## config.mk

```make
export PLATFORM = sky130hd
export DESIGN_NAME = input_port_buffer
export DESIGN_NICKNAME = d
export VERILOG_FILES = /design/src/rtl/input_port_buffer.sv
export SDC_FILE = /design/constraint.sdc
export NUM_CORES = 1
export LEC_CHECK = 0
export ABC_AREA = 1
export CAP_MARGIN = 25
export CORE_MARGIN = 2
export CORE_UTILIZATION = 55
export CTS_BUF_LIST = sky130_fd_sc_hd__clkbuf_4 sky130_fd_sc_hd__clkbuf_8
export DETAILED_ROUTE_END_ITERATION = 16
export GPL_ROUTABILITY_DRIVEN = 0
export PLACE_DENSITY = 0.81
export SETUP_SLACK_MARGIN = 0.02
export SLEW_MARGIN = 40
export SYNTH_ARGS = -nofsm -noshare
export SYNTH_HDL_FRONTEND = slang
export SYNTH_SLANG_ARGS = --single-unit
export TNS_END_PERCENT = 100
```

## constraint.sdc

```tcl
create_clock -name clk -period 2.8 [get_ports clk]
set_input_delay 0.7 -clock clk [delete_from_list [all_inputs] [get_ports clk]]
set_output_delay 0.7 -clock clk [all_outputs]
set_load 0.03 [all_outputs]
```

## src/rtl/input_port_buffer.sv

```systemverilog
// input_port_buffer: per-port router input stage.
// Buffers incoming flits in a small circular FIFO and decodes the header at the
// FIFO head. It then requests the downstream output arbiter and, while granted,
// forwards the packet flit by flit to the crossbar.
// Ports:
//   clk, rst         clock; asynchronous active-low reset
//   in_flit/valid    upstream flit; in_ready = FIFO not full
//   flit_id, length  id of the head flit (000 when empty); length of the last header
//   req, grant       arbiter request, and this port's grant bit from the arbiter
//   out_flit/valid   head flit to the crossbar; out_ready is the downstream accept
//   drop             asserted in a cycle whose orphan head flit is being discarded
module input_port_buffer #(
   parameter int unsigned DATA_W = 32,
   parameter int unsigned DEPTH  = 4,
   parameter int unsigned ADDR_W = 2
) (
   input  logic              clk,
   input  logic              rst,
   input  logic [DATA_W-1:0] in_flit,
   input  logic              in_valid,
   output logic              in_ready,
   output logic [2:0]        flit_id,
   output logic [11:0]       length,
   output logic              req,
   input  logic              grant,
   output logic [DATA_W-1:0] out_flit,
   output logic              out_valid,
   input  logic              out_ready,
   output logic              drop
);

   localparam int unsigned CNT_W   = ADDR_W + 1;
   localparam logic [2:0]  ID_HEAD = 3'b001;
   localparam logic [2:0]  ID_TAIL = 3'b100;

   typedef enum logic [1:0] {
      ST_IDLE = 2'd0,
      ST_REQ  = 2'd1,
      ST_SEND = 2'd2
   } state_t;

   logic [DATA_W-1:0] mem_q [DEPTH];
   logic [ADDR_W-1:0] wr_ptr_q, wr_ptr_d;
   logic [ADDR_W-1:0] rd_ptr_q, rd_ptr_d;
   logic [CNT_W-1:0]  count_q, count_d;
   state_t            state_q;
   logic [11:0]       length_q;

   logic              empty;
   logic              full;
   logic              push;
   logic              pop;
   logic              orphan;
   logic              head_is_hdr;
   logic              head_is_tail;
   logic [DATA_W-1:0] head_flit;

   // Head view: an empty FIFO reads as all zeros, so flushed entries never leak out.
   assign empty        = (count_q == '0);
   assign full         = (count_q == CNT_W'(DEPTH));
   assign head_flit    = empty ? '0 : mem_q[rd_ptr_q];
   assign flit_id      = head_flit[DATA_W-1 -: 3];
   assign head_is_hdr  = !empty && (flit_id == ID_HEAD);
   assign head_is_tail = !empty && (flit_id == ID_TAIL);

   // Non-header flit at the head while no packet is open: it has no route, so discard it.
   assign orphan    = (state_q == ST_IDLE) && !empty && !head_is_hdr;
   assign out_valid = (state_q == ST_SEND) && grant && !empty;
   assign push      = in_valid && !full;
   assign pop       = (out_valid && out_ready) || orphan;

   assign in_ready  = !full;
   assign req       = (state_q != ST_IDLE);
   assign length    = length_q;
   assign out_flit  = head_flit;
   assign drop      = orphan;

   // Pointer and occupancy update; a push and a pop in the same cycle leave the count unchanged.
   always_comb begin
      wr_ptr_d = wr_ptr_q;
      rd_ptr_d = rd_ptr_q;
      count_d  = count_q;
      if (push) wr_ptr_d = wr_ptr_q + ADDR_W'(1);
      if (pop)  rd_ptr_d = rd_ptr_q + ADDR_W'(1);
      if (push && !pop)      count_d = count_q + CNT_W'(1);
      else if (!push && pop) count_d = count_q - CNT_W'(1);
   end

   always_ff @(posedge clk or negedge rst) begin
      if (!rst) begin
         wr_ptr_q <= '0;
         rd_ptr_q <= '0;
         count_q  <= '0;
      end else begin
         wr_ptr_q <= wr_ptr_d;
         rd_ptr_q <= rd_ptr_d;
         count_q  <= count_d;
      end
   end

   // Storage needs no reset: the occupancy count decides what is visible.
   always_ff @(posedge clk) begin
      if (push) mem_q[wr_ptr_q] <= in_flit;
   end

   // Packet control: announce a header, wait for a grant, forward until the tail leaves.
   always_ff @(posedge clk or negedge rst) begin
      if (!rst) begin
         state_q  <= ST_IDLE;
         length_q <= '0;
      end else begin
         unique case (state_q)
            ST_IDLE: begin
               if (head_is_hdr) begin
                  state_q  <= ST_REQ;
                  length_q <= head_flit[11:0];
               end
            end
            ST_REQ: begin
               if (grant) state_q <= ST_SEND;
            end
            ST_SEND: begin
               // Losing the grant mid-packet keeps the remaining flits queued for the regrant.
               if (pop && head_is_tail) state_q <= ST_IDLE;
               else if (!grant)         state_q <= ST_REQ;
            end
            default: state_q <= ST_IDLE;
         endcase
      end
   end

endmodule

```

Word level (Yosys, flattened, before mapping)
Memory sizes are Yosys's and may differ from the RTL's.
Index checks and enable logic that the tools add are counted.
Storage, ports and cells
  flip-flop bits (word level): 21
  latch bits: 0
  RAM bits: 128
  bits in read-only memories: 0
  memories: 1
Operators by class
  $add $sub $neg: 4
  multiply operators: 0
  div/mod/pow operators: 0
  magnitude comparators: 0
  eq/ne operators: 8
  shift operators: 0
  mux-type cells: 10
  bitwise logic cells: 0
  reduce and logical (&&, ||, !) cells: 23
Memories
  mem_q: words 4, width 32, rd ports 1, clocked after Yosys merged registers in 0, wr ports 1, RTL line 42  | logic [DATA_W-1:0] mem_q [DEPTH];
Operators with widths (number)
  two-way mux 32 bit: 1
  logical AND 1 bit: 11
  two-way mux 2 bit: 4
  == test 3 bit, second input constant: 2
  two-way mux 3 bit: 2
  one-hot mux 2 bit (3 select lines): 1
  logical NOT 1 bit: 5
  adder 2 x 1 -> 2 bit, second input constant: 2
  inequality test 2 bit, second input constant: 2
  nonzero test 2 bit: 2
  adder 3 x 1 -> 3 bit, second input constant: 1
  == test 3 x 1 -> 1 bit, second input constant: 1
  logical NOT 3 bit: 1
  inequality test 3 x 2 -> 1 bit, second input constant: 1
  AND reduction 3 bit: 1
  subtractor 3 x 1 -> 3 bit, second input constant: 1
  == test 2 x 1 -> 1 bit, second input constant: 1
  == test 2 bit, second input constant: 1
  logical NOT 2 bit: 1
  two-way mux 1 bit: 2
  AND reduction 2 bit: 1
  logical OR 1 bit: 1

Depth between registers and ports, before layout
  word-level depth: 10
  mapped depth: 14

Least setup slack after synthesis
No wires, ideal clock.
  path kind: register -> register
  start: register count_q[0]
  end: memory mem_q[0][0], enable pin
  library setup time: 0.421 ns
  arrival time: 2.333 ns
  required time: 2.379 ns
  setup slack: 0.046 ns
  cell stages (with the launch flop): 5
  buffers on the path: 0
  cells stage by stage: dfrtp_1 > inv_1 > nand3_1 > nand2_1 > nor2_1
Between the ends
  word-level cells in the longest chain between the ends: 5
Ends and longest elaborated chain
  from (decl): RTL line 45  | logic [CNT_W-1:0] count_q, count_d;
  from (signal assigned): RTL line 97  | count_q <= count_d;
  == test 3 bit: RTL line 60  | assign full = (count_q == CNT_W'(DEPTH));
  logical NOT 1 bit
  named net in_ready: RTL line 21  | output logic in_ready,
  logical AND 1 bit: RTL line 69  | assign push = in_valid && !full;
  two-way mux 1 bit: RTL line 103  | if (push) mem_q[wr_ptr_q] <= in_flit;
  two-way mux 1 bit (not written as such): RTL line 103
  to (decl): RTL line 42
The timed path passes the listed nets, and every way through them passes these cells.

Worst setup path after layout
  start: register rd_ptr_q[0]
  end: output port out_flit[19]
Between the ends
  word-level cells in the longest chain between the ends: 2
Ends and longest elaborated chain
  from (decl): RTL line 44  | logic [ADDR_W-1:0] rd_ptr_q, rd_ptr_d;
  from (signal assigned): RTL line 96  | rd_ptr_q <= rd_ptr_d;
  memory read (4 x 32 bit)
  two-way mux 32 bit: RTL line 61  | assign head_flit = empty ? '0 : mem_q[rd_ptr_q];
  to (decl): RTL line 26  | output logic [DATA_W-1:0] out_flit,
Every way passes these cells.

==> out/results.txt <==
Status -> finished clean
Hold buffer count at CTS -> 0
Hold Vio Cnt, Final -> 0
Final wirelength -> 12.56 mm
First-pass GRT wire length -> 19.29 mm
Max VDD drop -> 0.8764 mV
DRC Markers -> 0
# nets final -> 626
Global route overflow -> 0
Critical Path Start Type -> flip-flop
Initial Utilization -> 56.12%
Total track usage -> 22.09%
Endpoints failing setup -> 0
Worst Tran Pin Value -> 0.3944 ns
Yosys reg bits -> 149
Sequential fraction of the synthesis area -> 72.13%
IO Pins -> 88
DR vias/cell -> 5.448
Worst EP arrival -> 1.96 ns
CTS buffer count -> 17
Initial antenna violation count -> 0
Final period utilization -> 95.04%
Cell mode on critical path -> buf_4
Area delta synth->final -> 24.29%
Layout cells sized above 1 -> 20.30%
Slew Viols, Final -> 0
DR pass1 iterations -> 4
Worst path max stage delay -> 0.48 ns
Syn_nets -> 525
Vias after detailed routing -> 4010
Power Total -> 9.702 mW
Skew-Pair Late Insertion Delay -> 0.44 ns
Leak pwr -> 2.820 nW
WP data required -> 2.10 ns
Hpwl dp -> 7.559 mm
Max_cap viols -> 0
Worst setup EP type -> output port
WL per Instance -> 17.06 µm
Slowest-stage cell, CP -> dfrtp_2
PwrDens -> 1289 mW/mm²
DP Area -> 0.007077 mm²
Worst Skew -> 0.008345 ns
Worst Path Max Fanout -> 22
H-tree Lvls -> 4
Diodes inserted -> 0
Root buffer cell -> clkbuf_8
Crit Path Category -> flip-flop to output port
CTS max path bufs -> 2
Final min period -> 2.661 ns
Die W -> 108.9 µm
Cell Rows -> 38
Die Area -> 0.01187 mm²
Fin area -> 0.007528 mm²
Synth warn -> 0
RSZ-0062 raised after global routing -> false
1st-iter DRT viols -> 338
Fill count -> 748
Mapped cell area -> 0.006057 mm²
Placeable Area -> 0.01079 mm²
I/O Buffers -> 87
Yosys cell types -> 29
Post-synthesis average cell area -> 12.57 µm²
Die H -> 108.9 µm
Fmax -> 375.8 MHz
# clock sinks -> 149
Largest net degree at the start of global routing -> 39
Gate Count Post-Synth -> 482
Antenna viol nets, final -> 0
Worst-path clk slew -> 0.08 ns
CTS tree -> done
CP Cell Sequence -> inv_4 -> buf_4 -> o21ai_0 -> a21oi_1 -> buf_4
Vias in the first global route -> 3951
Relative slew slack -> 73.70%
Setup TNS -> 0 ns
Hold crit path type -> flip-flop to flip-flop
-- state kept, by name (all words and copies together) (netlist names) --
signal    flops
mem_q       128
length       12
count_q       3
rd_ptr_q      2
state_q       2
wr_ptr_q      2
-- cells by family (layout without fill, tap and decap cells) --
family          count (synthesis)  in the layout  share of synthesized area, %
simple gates                  166            166                         11.24
flops                         149            149                         72.13
compound gates                 96             96                         8.098
buf+inv                        48            162                         3.594
mux                            12             12                         2.851
fa+ha+maj                       6              6                         1.363
xor+xnor                        5              5                        0.7230
-- cells in the mapped netlist --
library cell  count  share of area [%]
inv_1            20                1.2
buf_1             2               0.12
clkbuf_1         10               0.62
mux2_4           10                2.5
o21ai_2           1               0.14
buf_4             3               0.37
edfxtp_1        128                 63
ha_1              5                1.0
o31ai_1           1               0.12
nand2_1          24                1.5
mux2_2            2               0.37
nand3_4           1               0.29
a21oi_1          31                2.6
xnor2_1           1               0.14
buf_6             2               0.37
o21bai_1          1               0.12
nor3_1            1              0.083
fa_1              1               0.33
nor3_4            1               0.27
nand2_2           3               0.31
dfrtp_1          21                8.7
xor2_1            4               0.58
o21ai_0          61                5.0
buf_2             9               0.74
nand3_2           2               0.33
inv_2             2               0.12
nand3_1           8               0.66
a31oi_1           1               0.10
nor2_1          126                7.8
-- worst max-delay path: cells and delay by family (launching register included) --
family | cells | cell delay (ns)
DFF | 1 | 0.48
AOI/OAI and AO/OA | 2 | 0.39
buffers and inverters | 3 | 0.64
-- placed cells by master, fill, tap and decap left out, types with 2 or more instances in the layout --
cell	n
xor2_1	4
inv_8	2
inv_6	5
a21oi_1	28
ha_1	5
nand2_2	3
buf_4	52
o21ai_0	61
inv_1	20
mux2_2	2
clkinv_2	2
nor2_1	122
clkbuf_8	17
nor2_4	4
mux2_4	10
edfxtp_1	128
a21oi_2	3
nand3_1	7
nand2_1	24
buf_12	5
clkinv_4	3
dfrtp_1	19
dfrtp_2	2
nand3_2	3
clkdlybuf4s50_1	50
-- routing by layer --
| layer | vias to the layer above | share of wire, % | routed length, µm | global-route usage (%) |
|---|---|---|---|---|
| li1 | 1874 | - | - | - |
| met1 | 1963 | 41 | 5159 | 27.42 |
| met2 | 161 | 51 | 6412 | 37.22 |
| met3 | 12 | 6.8 | 849 | 5.977 |
| met4 | 0 | 1.1 | 136 | 8.242 |
| met5 | - | 0 | 0 | 0 |
-- timing repair --
| item | CTS | global route |
|---|---|---|
| endpoints found under the setup margin | 24 | 7 |
| cloned | 0 | 0 |
| gates resized for setup | 4 | 6 |
| buffers inserted | 3 | 2 |
-- power breakdown --
group	internal, mW	switching (mW)	total, mW
Sequential	2.98	0.193	3.17
Combinational	1.79	3.17	4.96
Clock	0.724	0.847	1.57
-- per-stage QoR --
| stage | worst slack (ns) | std cells | hold WS [ns] | util, % |
|---|---|---|---|---|
| global placement | 0.1725 | 699 | 0.4931 | 65.57 |
| floorplan | 0.04580 | 482 | 0.4044 | - |
| CTS | 0.03943 | 734 | 0.5160 | 69.38 |
| global route | 0.02937 | 736 | 0.5356 | 69.75 |
| finish | 0.1388 | 736 | 0.5151 | 69.75 |
| detailed placement | 0.05428 | 699 | 0.4948 | 65.57 |
-- layout make-up --
class / instances / area [µm²] / share of cell area, %
timing repair buffer: 108 / 1002 / 13.31
sequential: 149 / 4372 / 58.07
clock inverter: 15 / 143.9 / 1.911
multi-input combinational: 285 / 1516 / 20.14
clock buffer: 17 / 234.0 / 3.108
inverter: 22 / 85.08 / 1.130
tap: 140 / 175.2 / 2.327
-- final timing paths --
kind	slack [ns]	cells after the start	to	start
worst max register to register	0.35	14	count_q[2]	rd_ptr_q[0]
worst min register to register	0.52	1	length[0]	length[0]
worst min-delay path	0.52	1	length[0]	length[0]
max in group asynchronous	1.96	2	rd_ptr_q[0]	rst
worst max-delay path	0.14	5	out_flit[19]	rd_ptr_q[0]
min in group asynchronous	0.60	2	count_q[2]	rst
No activity file was read; power rests on OpenSTA's default activity.
